==> config.mk <==
export PLATFORM = sky130hd
export DESIGN_NAME = ibuf_burst_initiator
export DESIGN_NICKNAME = d
export VERILOG_FILES = /design/src/rtl/ibuf_burst_initiator.sv
export SDC_FILE = /design/constraint.sdc
export NUM_CORES = 1
export LEC_CHECK = 0
export BUFFER_PORTS_ARGS = -buffer_cell sky130_fd_sc_hd__buf_2
export CORE_AREA = 8 8 232 234
export DETAILED_ROUTE_END_ITERATION = 10
export DIE_AREA = 0 0 240 242
export PLACE_DENSITY = 0.77
export SETUP_SLACK_MARGIN = 0.5
export SLEW_MARGIN = 25
export SYNTH_ARGS = -nofsm -noshare
export SYNTH_HDL_FRONTEND = slang
export SYNTH_SLANG_ARGS = --single-unit
==> constraint.sdc <==
create_clock -name clk -period 7.3 [get_ports clk]
set_input_delay 0.365 -clock clk [delete_from_list [all_inputs] [get_ports clk]]
set_output_delay 0.365 -clock clk [all_outputs]
set_load 0.01 [all_outputs]
==> src/rtl/ibuf_burst_initiator.sv <==
// Burst initiator for one instruction-buffer SRAM port: turns read/write descriptors
// into port beats, returning read data through a credit-protected FIFO.
module ibuf_burst_initiator #(
  parameter int ADDR_W     = 15,
  parameter int DATA_W     = 128,
  parameter int LEN_W      = 12,
  parameter int ADDR_MAX   = 24575,
  parameter int FIFO_DEPTH = 4
) (
  input  logic                  clk,
  input  logic                  rst_n,
  input  logic                  cmd_valid,
  output logic                  cmd_ready,
  input  logic                  cmd_wr,
  input  logic [ADDR_W-1:0]     cmd_addr,
  input  logic [LEN_W-1:0]      cmd_len,
  input  logic                  wr_valid,
  output logic                  wr_ready,
  input  logic [DATA_W-1:0]     wr_data,
  input  logic [DATA_W/8-1:0]   wr_strb,
  output logic                  rd_valid,
  input  logic                  rd_ready,
  output logic [DATA_W-1:0]     rd_data,
  output logic                  rd_last,
  output logic                  done,
  output logic                  ib_cen,
  output logic                  ib_wen,
  output logic                  ib_last,
  output logic [ADDR_W-1:0]     ib_addr,
  output logic [DATA_W-1:0]     ib_wdata,
  output logic [DATA_W/8-1:0]   ib_wstrb,
  input  logic                  ib_ready,
  input  logic [DATA_W-1:0]     ib_rdata,
  input  logic                  ib_rvalid,
  input  logic                  ib_rlast,
  output logic                  ib_rready
);

  localparam int STRB_W = DATA_W / 8;
  localparam int PTR_W  = $clog2(FIFO_DEPTH);
  localparam int CNT_W  = $clog2(FIFO_DEPTH + 1);

  typedef enum logic [1:0] {
    IDLE     = 2'd0,
    RD       = 2'd1,
    RD_DRAIN = 2'd2,
    WR       = 2'd3
  } state_t;

  state_t               state_r, state_s;
  logic [ADDR_W-1:0]    addr_r;
  logic [LEN_W:0]       remaining_r;
  logic                 wen_r;
  logic                 done_r;
  logic [CNT_W-1:0]     outstanding_r;
  logic [CNT_W-1:0]     count_r;
  logic [PTR_W-1:0]     wptr_r, rptr_r;
  logic [DATA_W:0]      fifo_mem_r [FIFO_DEPTH];

  logic                 credit_ok_s, fire_s, rd_fire_s, last_beat_s;
  logic                 push_s, pop_s, head_last_s, cmd_take_s;

  function automatic logic [ADDR_W-1:0] next_addr(input logic [ADDR_W-1:0] a);
    next_addr = (a >= ADDR_W'(ADDR_MAX)) ? {ADDR_W{1'b0}} : a + ADDR_W'(1);
  endfunction

  // Credits cover both queued and in-flight beats so the FIFO can never overflow.
  assign credit_ok_s = ({1'b0, count_r} + {1'b0, outstanding_r}) < (CNT_W+1)'(FIFO_DEPTH);
  assign ib_cen      = ((state_r == RD) && credit_ok_s) || ((state_r == WR) && wr_valid);
  assign fire_s      = ib_cen && ib_ready;
  assign rd_fire_s   = fire_s && (state_r == RD);
  assign last_beat_s = (remaining_r == (LEN_W+1)'(1));
  assign ib_last     = ib_cen && last_beat_s;
  assign ib_addr     = addr_r;
  assign ib_wen      = wen_r;
  assign rd_valid    = (count_r != {CNT_W{1'b0}});
  assign rd_data     = fifo_mem_r[rptr_r][DATA_W:1];
  assign head_last_s = fifo_mem_r[rptr_r][0];
  assign rd_last     = rd_valid && head_last_s;
  assign pop_s       = rd_valid && rd_ready;
  assign push_s      = ib_rvalid && ib_rready && ((count_r != CNT_W'(FIFO_DEPTH)) || pop_s);
  assign cmd_take_s  = cmd_ready && cmd_valid;
  assign done        = done_r || ((state_r == WR) && fire_s && last_beat_s);

  // Next-state and per-state port controls.
  always_comb begin
    state_s   = state_r;
    cmd_ready = 1'b0;
    wr_ready  = 1'b0;
    ib_rready = 1'b0;
    ib_wdata  = {DATA_W{1'b0}};
    ib_wstrb  = {STRB_W{1'b0}};
    case (state_r)
      IDLE: begin
        cmd_ready = 1'b1;
        if (cmd_valid) state_s = cmd_wr ? WR : RD;
        else           state_s = IDLE;
      end
      RD: begin
        ib_rready = 1'b1;
        if (fire_s && last_beat_s) state_s = RD_DRAIN;
        else                       state_s = RD;
      end
      RD_DRAIN: begin
        ib_rready = 1'b1;
        if (pop_s && head_last_s) state_s = IDLE;
        else                      state_s = RD_DRAIN;
      end
      WR: begin
        wr_ready = ib_ready;
        ib_wdata = wr_data;
        ib_wstrb = wr_strb;
        if (fire_s && last_beat_s) state_s = IDLE;
        else                       state_s = WR;
      end
      default: state_s = IDLE;
    endcase
  end

  // Control state, burst address/length and outstanding-read tracking.
  always_ff @(posedge clk or negedge rst_n) begin
    if (!rst_n) begin
      state_r       <= IDLE;
      addr_r        <= {ADDR_W{1'b0}};
      remaining_r   <= {(LEN_W+1){1'b0}};
      wen_r         <= 1'b0;
      done_r        <= 1'b0;
      outstanding_r <= {CNT_W{1'b0}};
    end else begin
      state_r <= state_s;
      done_r  <= (state_r == RD_DRAIN) && pop_s && head_last_s;
      if (cmd_take_s) begin
        addr_r      <= cmd_addr;
        remaining_r <= {1'b0, cmd_len} + (LEN_W+1)'(1);
        wen_r       <= cmd_wr;
      end else if (fire_s) begin
        addr_r      <= next_addr(addr_r);
        remaining_r <= remaining_r - (LEN_W+1)'(1);
      end else begin
        addr_r      <= addr_r;
        remaining_r <= remaining_r;
      end
      case ({rd_fire_s, push_s})
        2'b10:   outstanding_r <= outstanding_r + CNT_W'(1);
        2'b01:   outstanding_r <= outstanding_r - CNT_W'(1);
        default: outstanding_r <= outstanding_r;
      endcase
    end
  end

  // Return FIFO; pop frees the head before a same-cycle push lands.
  always_ff @(posedge clk or negedge rst_n) begin
    if (!rst_n) begin
      wptr_r  <= {PTR_W{1'b0}};
      rptr_r  <= {PTR_W{1'b0}};
      count_r <= {CNT_W{1'b0}};
      for (int i = 0; i < FIFO_DEPTH; i++) fifo_mem_r[i] <= {(DATA_W+1){1'b0}};
    end else begin
      if (push_s) begin
        fifo_mem_r[wptr_r] <= {ib_rdata, ib_rlast};
        wptr_r             <= wptr_r + PTR_W'(1);
      end
      if (pop_s) rptr_r <= rptr_r + PTR_W'(1);
      case ({push_s, pop_s})
        2'b10:   count_r <= count_r + CNT_W'(1);
        2'b01:   count_r <= count_r - CNT_W'(1);
        default: count_r <= count_r;
      endcase
    end
  end

endmodule

# Yosys cells after proc, flatten, opt, wreduce, memory -nomap -nowiden
# Index checks and enable logic that the tools add are counted.
dict set report totals {
  reg_bits 558
  wordCells 89
  in_bits 308
}
dict set report op_classes {
  reduce_logical 26
  bitwise_logic 2
  n_lt_le_gt_ge 5
  n_eq_ne 9
  addsub 10
  mux 24
}
# cell n
set op_table {}
lappend op_table {{$bwmux 516} 1}
lappend op_table {{$mux 129} 3}
lappend op_table {{$bmux 129 s2} 1}
lappend op_table {{$demux 129 s2} 1}
lappend op_table {{$mux 128} 1}
lappend op_table {{$mux 15} 3}
lappend op_table {{$mux 13} 2}
lappend op_table {{$logic_and 1x1->1} 17}
lappend op_table {{$mux 16} 1}
lappend op_table {{$add 15x1->15 const B} 1}
lappend op_table {{$ge 15x15->1 const B} 1}
lappend op_table {{$add 12x1->13 const B} 1}
lappend op_table {{$eq 13x1->1 const B} 1}
lappend op_table {{$sub 13x1->13 const B} 1}
lappend op_table {{$pmux 3 s2} 2}
lappend op_table {{$mux 2} 5}
lappend op_table {{$eq 2x2->1 const B} 4}
lappend op_table {{$pmux 2 s4} 1}
lappend op_table {{$add 3x1->3 const B} 2}
lappend op_table {{$eq 2x1->1 const B} 3}
lappend op_table {{$ge 3x3->1 const B} 2}
lappend op_table {{$not 2->3} 2}
lappend op_table {{$reduce_bool 2->1} 3}
lappend op_table {{$sub 3x1->3 const B} 2}
lappend op_table {{other kinds (10)} 15}

# Depth between registers and ports, before layout
# Gate-level depths: netlist (run 1).
dict set report depth {
  ltp_word 8
  mapped_depth 13
  mapped_depth_nobuf 12
}

# Worst setup path before layout (run 1)
# Ideal clock, no wire load.
dict set report synth_path {
  kind {reg-to-reg}
  from {reg outstanding_r[2]}
  to {reg outstanding_r[2]}
  arrival_time_ns 2.271
  slack_ns 4.904
  setup_ns 0.125
  required_time_ns 7.175
  path_stages_with_launch 13
  cell_sequence {dfrtp_1 > ha_1 > nor4b_1 > a22o_2 > and2_1 > clkbuf_1 > nand2_1 > ha_1 > inv_1 > fa_1 > xor2_1 > nor2_1 > xor2_1}
}
dict set report synth_via {
  elab_chain_cells 8
  elab_cells_between_ends 12
  cone_classes {add/sub (3); order compare (1); eq/ne (2); mux (1); reduce/logical (5)}
}
# element line
set synth_rtl {}
lappend synth_rtl {{from (decl)} 55} ;# logic [CNT_W-1:0] outstanding_r;
lappend synth_rtl {{from (signal assigned)} 128} ;# outstanding_r <= {CNT_W{1'b0}};
lappend synth_rtl {{from (signal assigned)} 144} ;# 2'b10: outstanding_r <= outstanding_r + CNT_W'(1);
lappend synth_rtl {{from (signal assigned)} 145} ;# 2'b01: outstanding_r <= outstanding_r - CNT_W'(1);
lappend synth_rtl {{$add 3x3->4} 68} ;# assign credit_ok_s = ({1'b0, count_r} + {1'b0, outstanding_r}) < (CNT_W+1)'(FIFO_DEPTH);
lappend synth_rtl {{$lt 4x3->1} 68}
lappend synth_rtl {{$logic_and 1x1->1} 69} ;# assign ib_cen = ((state_r == RD) && credit_ok_s) || ((state_r == WR) && wr_valid);
lappend synth_rtl {{$logic_or 1x1->1} 69}
lappend synth_rtl {{$logic_and 1x1->1} 70} ;# assign fire_s = ib_cen && ib_ready;
lappend synth_rtl {{$logic_and 1x1->1} 71} ;# assign rd_fire_s = fire_s && (state_r == RD);
lappend synth_rtl {{$eq 2x1->1 / $eq 2x2->1 (equally long branches)} 143} ;# case ({rd_fire_s, push_s})
lappend synth_rtl {{$pmux 3 s2 / $reduce_bool 2->1 (equally long branches)} n/a}
# Several ways; a longest one is shown, not always the timed one.
# A chain may end at the register's enable or synchronous reset.

# Final worst setup path (run 1)
dict set report layout_path {
  from {reg rptr_r[0]}
  to {out rd_last}
}
dict set report layout_via {
  elab_chain_cells 5
}
# element line
set layout_rtl {}
lappend layout_rtl {{from (decl)} 57} ;# logic [PTR_W-1:0] wptr_r, rptr_r;
lappend layout_rtl {{from (signal assigned)} 155} ;# rptr_r <= {PTR_W{1'b0}};
lappend layout_rtl {{from (signal assigned)} 163} ;# if (pop_s) rptr_r <= rptr_r + PTR_W'(1);
lappend layout_rtl {{$not 2->3 (implied by the code)} 78} ;# assign head_last_s = fifo_mem_r[rptr_r][0];
lappend layout_rtl {{$bmux 129 s2} 78}
lappend layout_rtl {{$mux 129 (implied by the code) (2 in a row)} 78}
lappend layout_rtl {{$logic_and 1x1->1} 79} ;# assign rd_last = rd_valid && head_last_s;
lappend layout_rtl {{to (decl)} 24} ;# output logic rd_last,
# Every way passes these cells. The select of a mux whose other input is x is not followed.

==> results_dict.tcl, run 1 <==
set metrics [dict create \
    status "finished, final reports clean" \
    final_common_cell "buf_2" \
    coreArea_um2 50500 \
    crit_path_end_kind "output port" \
    die_x_um 240 \
    power_leakage_nw 15.0 \
    setup_ws_ns 3.71 \
    fin_worst_skew_ns 0.0311 \
    hold_viol 0 \
    postLayoutCellArea_um2 32400 \
    cp-startpoint "rptr_r[0]" \
    power.density_nw_per_um2 446 \
    firstDrtPassIters 5 \
    initial_utilization_pct 51.3 \
    wl_per_cell_um 26.7 \
    setup-violations-final 0 \
    grt_usage_pct 28.3 \
    holdWs_ns 0.0348 \
    grt_pass1_vias 18759 \
    grt_max_degree 190 \
    crit_arrival_ns 3.23 \
    synth_fp_nets 2058 \
    numCtsBuffers 56 \
    grt.busiest_layer "met2" \
    crit_chain "buf_6 -> mux4_2 -> and2_1 -> buf_2" \
    rsz0062_at_grt "no" \
    rows 83 \
    ys.warnings.count 0 \
    clk_pin_slew_ns 0.06 \
    drive_above_1_share_pct 38.2 \
    final_cell_mix "buf_2, dfrtp_1, mux2_1" \
    vdd_ir_drop_max_uv 305 \
    cts.htree.levels 2 \
    fin_nets 2714 \
    via_per_inst 5.62 \
    post_cts_buffers 0 \
    wirelength_um 83900 \
    gr-total-overflow 0 \
    grt_pass1_wl_um 124000 \
    drt_iter0_drc 1040 \
    clock_latency_ns 0.61 \
    fillers 3743 \
    synth.top_cells.by_area "dfrtp_1, mux2_1, mux4_2" \
    synthFlopType "dfrtp_1" \
    critPathMaxStageDelay_ns 0.87 \
    min_from "ib_rdata[99]" \
    synthArstFlopShare_pct 100 \
    chipHeight_um 242 \
    ys_seq_area_share_pct 54.0 \
    met1_usage_pct 34.7 \
    hold_class "in2reg" \
    clockRootBuffer "clkbuf_16" \
    synth_edf_count 0 \
    hpwl_um 60400 \
    fmax_ghz 0.278 \
    synth_area_leader_cell "dfrtp_1" \
    worstSetupStartpointType "register" \
    fin_crit_sh_pct 49.2 \
    slowest_stage "dfrtp_4" \
    grt_use_met2_pct 44.8 \
    hold_buffers 94 \
    cts_tree "built" \
    avgSynthCellArea_um2 14.9 \
    clock_sinks 558 \
    worstMarginPinSlew_ns 1.06 \
    place_ws_ns 3.93 \
    ys_ff_latch 558 \
    crit_fanout 51 \
    final.setup.tns_ns 0 \
    clockBufferDepth 3 \
    reg2reg_from "state_r[0]" \
    synth_cells 1732 \
    seqCellArea_um2 14000 \
    drc_errors 0 \
    yosys.area.top_type_share_pct 54.0 \
    gr-usage-met3_pct 7.97 \
    drtAntennaViolNets 0 \
    placed_area_um2 29400 \
    critPathKind "reg2out" \
    post_cts_resized 0 \
    multi_input_area_um2 11300 \
    die_area_um2 58100 \
    vias 17667 \
    antenna_found_initial 48 \
    io_buffers 603 \
    fin_crit_ns 3.59 \
    synth_area_um2 25900 \
    syn2layout_area_growth_pct 25.4 \
    slew_violations 0 \
    maxCapViolations 0 \
    cp.required_ns 6.93 \
    ys_types 46 \
    max-slew-margin-rel_pct 29.6 \
    io_pins 604 \
    place_congestion 1.14 \
]
sequential cells by signal (all words and copies together) (netlist names):
register	count
ib_wen	1
remaining_r	13
ib_addr	15
wptr_r	2
done_r	1
fifo_mem_r	516
state_r	2
count_r	3
rptr_r	2
outstanding_r	3
through the flow:
| stage | std cells | total power [mW] | util (%) |
|---|---|---|---|
| global route | 3133 | 15.2 | 64.2 |
| CTS | 3111 | 14.6 | 63.9 |
| global placement | 2913 | 11.2 | 58.2 |
| detailed placement | 2913 | 11.5 | 58.2 |
| floorplan | 1732 | 9.21 | - |
| finish | 3145 | 14.5 | 64.3 |
worst max-delay path, delay by kind of cell (launching register included):
kind                   cells  cell delay [ns]
buffers and inverters      2             0.84
DFF                        1             0.87
muxes                      1             0.61
and+or+nand+nor            1             0.21
final cells by class:
cell class,instances,area share (%)
Sequential cell,558,43.1
Multi-Input combinational cell,1042,34.9
Timing Repair Buffer,715,13.0
Clock buffer,81,5.08
Tap cell,680,2.62
Clock inverter,23,0.964
Antenna cell,31,0.239
Inverter,15,0.174
power by group:
part	total, mW	switching, mW	leakage (nW)	internal, mW
Clock	3.01	1.23	0.960	1.78
Sequential	5.56	0.909	6.71	4.65
Combinational	5.88	2.86	7.34	3.02
Total	14.5	5.00	15.0	9.45
worst paths after layout:
| path | endpoint | slack, ns | depth (start not counted) |
|---|---|---|---|
| setup / recovery | rd_last | 3.71 | 4 |
| hold / removal | fifo_mem_r[358] | 0.03 | 2 |
| setup reg to reg | fifo_mem_r[480] | 3.93 | 7 |
| hold reg to reg | fifo_mem_r[180] | 0.48 | 1 |
| max in group asynchronous | fifo_mem_r[454] | 5.33 | 5 |
| min in group asynchronous | fifo_mem_r[498] | 0.27 | 2 |
kinds of logic after synthesis:
family	after synthesis	synth area share [%]
XOR/XNOR	30	1.02
AO/OA/AOI/OAI	60	1.39
adder cells (fa/ha/maj)	18	0.928
AND/OR/NAND/NOR	282	6.34
buffers and inverters	132	2.42
flip-flops	558	54.0
multiplexers	652	34.0
cell usage after synthesis (2+ instances only):
master and number:
a211oi_1 2, a21boi_0 2, a21o_1 6, a21oi_1 18, a31oi_1 10, and2_1 154, and3_1 4, buf_1 6
buf_2 64, buf_4 4, buf_6 2, clkbuf_1 39, clkbuf_8 2, dfrtp_1 558, fa_1 2, ha_1 16
inv_1 15, mux2_1 440, mux2_2 76, mux2i_1 7, mux4_2 129, nand2_1 30, nand3_1 21, nand4_1 16
nand4b_1 3, nor2_1 26, nor3_1 8, nor4_1 2, nor4b_1 2, o21ai_0 14, o31ai_1 2, or3_1 3
or4_1 8, xnor2_1 10, xor2_1 20
metal layers:
metal	vias up	wire, µm
li1	7670	-
met1	9224	32100
met2	602	40100
met3	159	6990
met4	12	4630
met5	-	83
Note: power is estimated with default switching activity, not from simulation.
==> run 2: changes to the inputs <==
- CORE_AREA: 8 8 232 234 -> unset
- CORE_MARGIN: unset -> 8
- CORE_UTILIZATION: unset -> 49
- DIE_AREA: 0 0 240 242 -> unset
- clock period: 7.3 -> 2.9 ns (I/O delays scaled with it)
==> results_dict.tcl, run 2 (synthesized netlist as in run 1, its figures left out) <==
set metrics [dict create \
    status "finished, final reports clean" \
    reg2reg_slack_ns 0.48 \
    seqCellArea_um2 14000 \
    clk_pin_slew_ns 0.06 \
    final_cells 3298 \
    via_per_inst 5.70 \
    gr-usage-met3_pct 7.85 \
    drt_iter0_drc 1279 \
    cp.required_ns 2.76 \
    final_cell_mix "buf_2, dfrtp_1, mux2_1" \
    drtAntennaViolNets 0 \
    crit_end "done" \
    worstMarginPinSlew_ns 0.898 \
    syn2layout_area_growth_pct 32.2 \
    fin_nets 2844 \
    placedCellCount 2951 \
    grt.busiest_layer "met2" \
    die_area_um2 60400 \
    cp-startpoint "remaining_r[5]" \
    power_leakage_nw 15.8 \
    cts.htree.levels 2 \
    hold_class "in2reg" \
    grt_usage_pct 29.4 \
    chipHeight_um 246 \
    hold_viol 0 \
    gr-total-overflow 0 \
    worstSetupStartpointType "register" \
    rows 84 \
    placed_area_um2 29900 \
    clockBufferDepth 3 \
    hpwl_um 66600 \
    grt_pass1_vias 19932 \
    clockRootBuffer "clkbuf_16" \
    reg2reg_from "state_r[0]" \
    grt_pass1_wl_um 133000 \
    postLayoutCellArea_um2 34200 \
    final.setup.tns_ns 0 \
    r2r_end "outstanding_r[2]" \
    final_common_cell "buf_2" \
    drc_errors 0 \
    crit_path_end_kind "output port" \
    crit_fanout 2 \
    largest_register_ffs 516 \
    crit_arrival_ns 2.41 \
    wirelength_um 91400 \
    fillers 3781 \
    fmax_ghz 0.391 \
    fin_crit_ns 2.56 \
    fin_crit_sh_pct 88.2 \
    clock_sinks 558 \
    vias 18797 \
    firstDrtPassIters 5 \
    place_congestion 1.09 \
    multi_input_area_um2 11400 \
    initial_utilization_pct 49.4 \
    place_ws_ns 0.362 \
    io_pins 604 \
    slew_violations 0 \
    cts_tree "built" \
    met1_usage_pct 34.4 \
    drive_above_1_share_pct 39.2 \
    rsz0062_at_grt "yes" \
    io_buffers 603 \
    reg2reg_depth 12 \
    wl_per_cell_um 27.7 \
    clock_latency_ns 0.61 \
    die_x_um 246 \
    grt_use_met2_pct 47.2 \
    power.density_nw_per_um2 1110 \
    setup-violations-final 0 \
    numCtsBuffers 57 \
    vdd_ir_drop_max_uv 680 \
    critPathKind "reg2out" \
    coreArea_um2 52300 \
    antenna_found_initial 61 \
    maxCapViolations 0 \
    max-slew-margin-rel_pct 40.0 \
    grt_max_degree 89 \
    post-route-util_pct 65.3 \
    fin_worst_skew_ns 0.0308 \
    regMostFlops "fifo_mem_r" \
    setup_ws_ns 0.341 \
]
[run 2: cell type report]
cell class	instances	share of cell area [%]
diodes	43	0.315
clock buffers	84	4.82
clock inverters	24	0.984
inverters	15	0.165
multi-input cells	1042	33.2
flip-flops and latches	558	40.9
well taps	688	2.52
repair buffers	844	17.1
[run 2: per-layer routing]
metal | vias up | share of wire [%]
met1 | 9689 | 35
met3 | 252 | 9.2
met2 | 906 | 48
li1 | 7944 | -
met4 | 6 | 7.9
met5 | - | 0.043
[run 2: worst min-delay path by stage]
stage               slack (ns)      start  cells past startpoint         endpoint
global placement          0.22      rst_n                      1  fifo_mem_r[244]
floorplan                -0.15      rst_n                      0       count_r[0]
finish                    0.06  ib_rvalid                      5        wptr_r[0]
global route              0.06  ib_rvalid                      5        wptr_r[0]
detailed placement        0.23      rst_n                      1  fifo_mem_r[244]
CTS                       0.05  ib_rvalid                      5        wptr_r[0]
[run 2: repair_timing]
item | CTS | global route
gates resized for setup | 31 | 10
hold buffers | 163 | 0
pin swaps | 13 | 5
setup endpoints to repair | 140 | 90
hold endpoints to repair | 623 | 0
gates cloned | 5 | 1
buffers inserted | 22 | 5
[run 2: where the power goes]
part	total, mW	switching, mW	leakage [nW]	internal [mW]
clock network	7.71	3.13	0.970	4.58
registers	13.8	2.09	6.71	11.7
logic	16.6	7.98	8.10	8.57
[run 2: critical path, cell delays in order, from the launching register on]
cell	delay, ns
dfrtp_1	0.41
or4_4	0.58
nor4_4	0.26
and4b_2	0.32
a21o_1	0.12
buf_2	0.12
[run 2: stage by stage]
step	hold WS, ns	power [mW]
2_1_floorplan	-0.151	23.2
3_3_place_gp	0.222	28.5
3_5_place_dp	0.231	29.3
4_1_cts	0.0512	38.1
5_1_grt	0.0568	40.0
6_report	0.0599	38.1
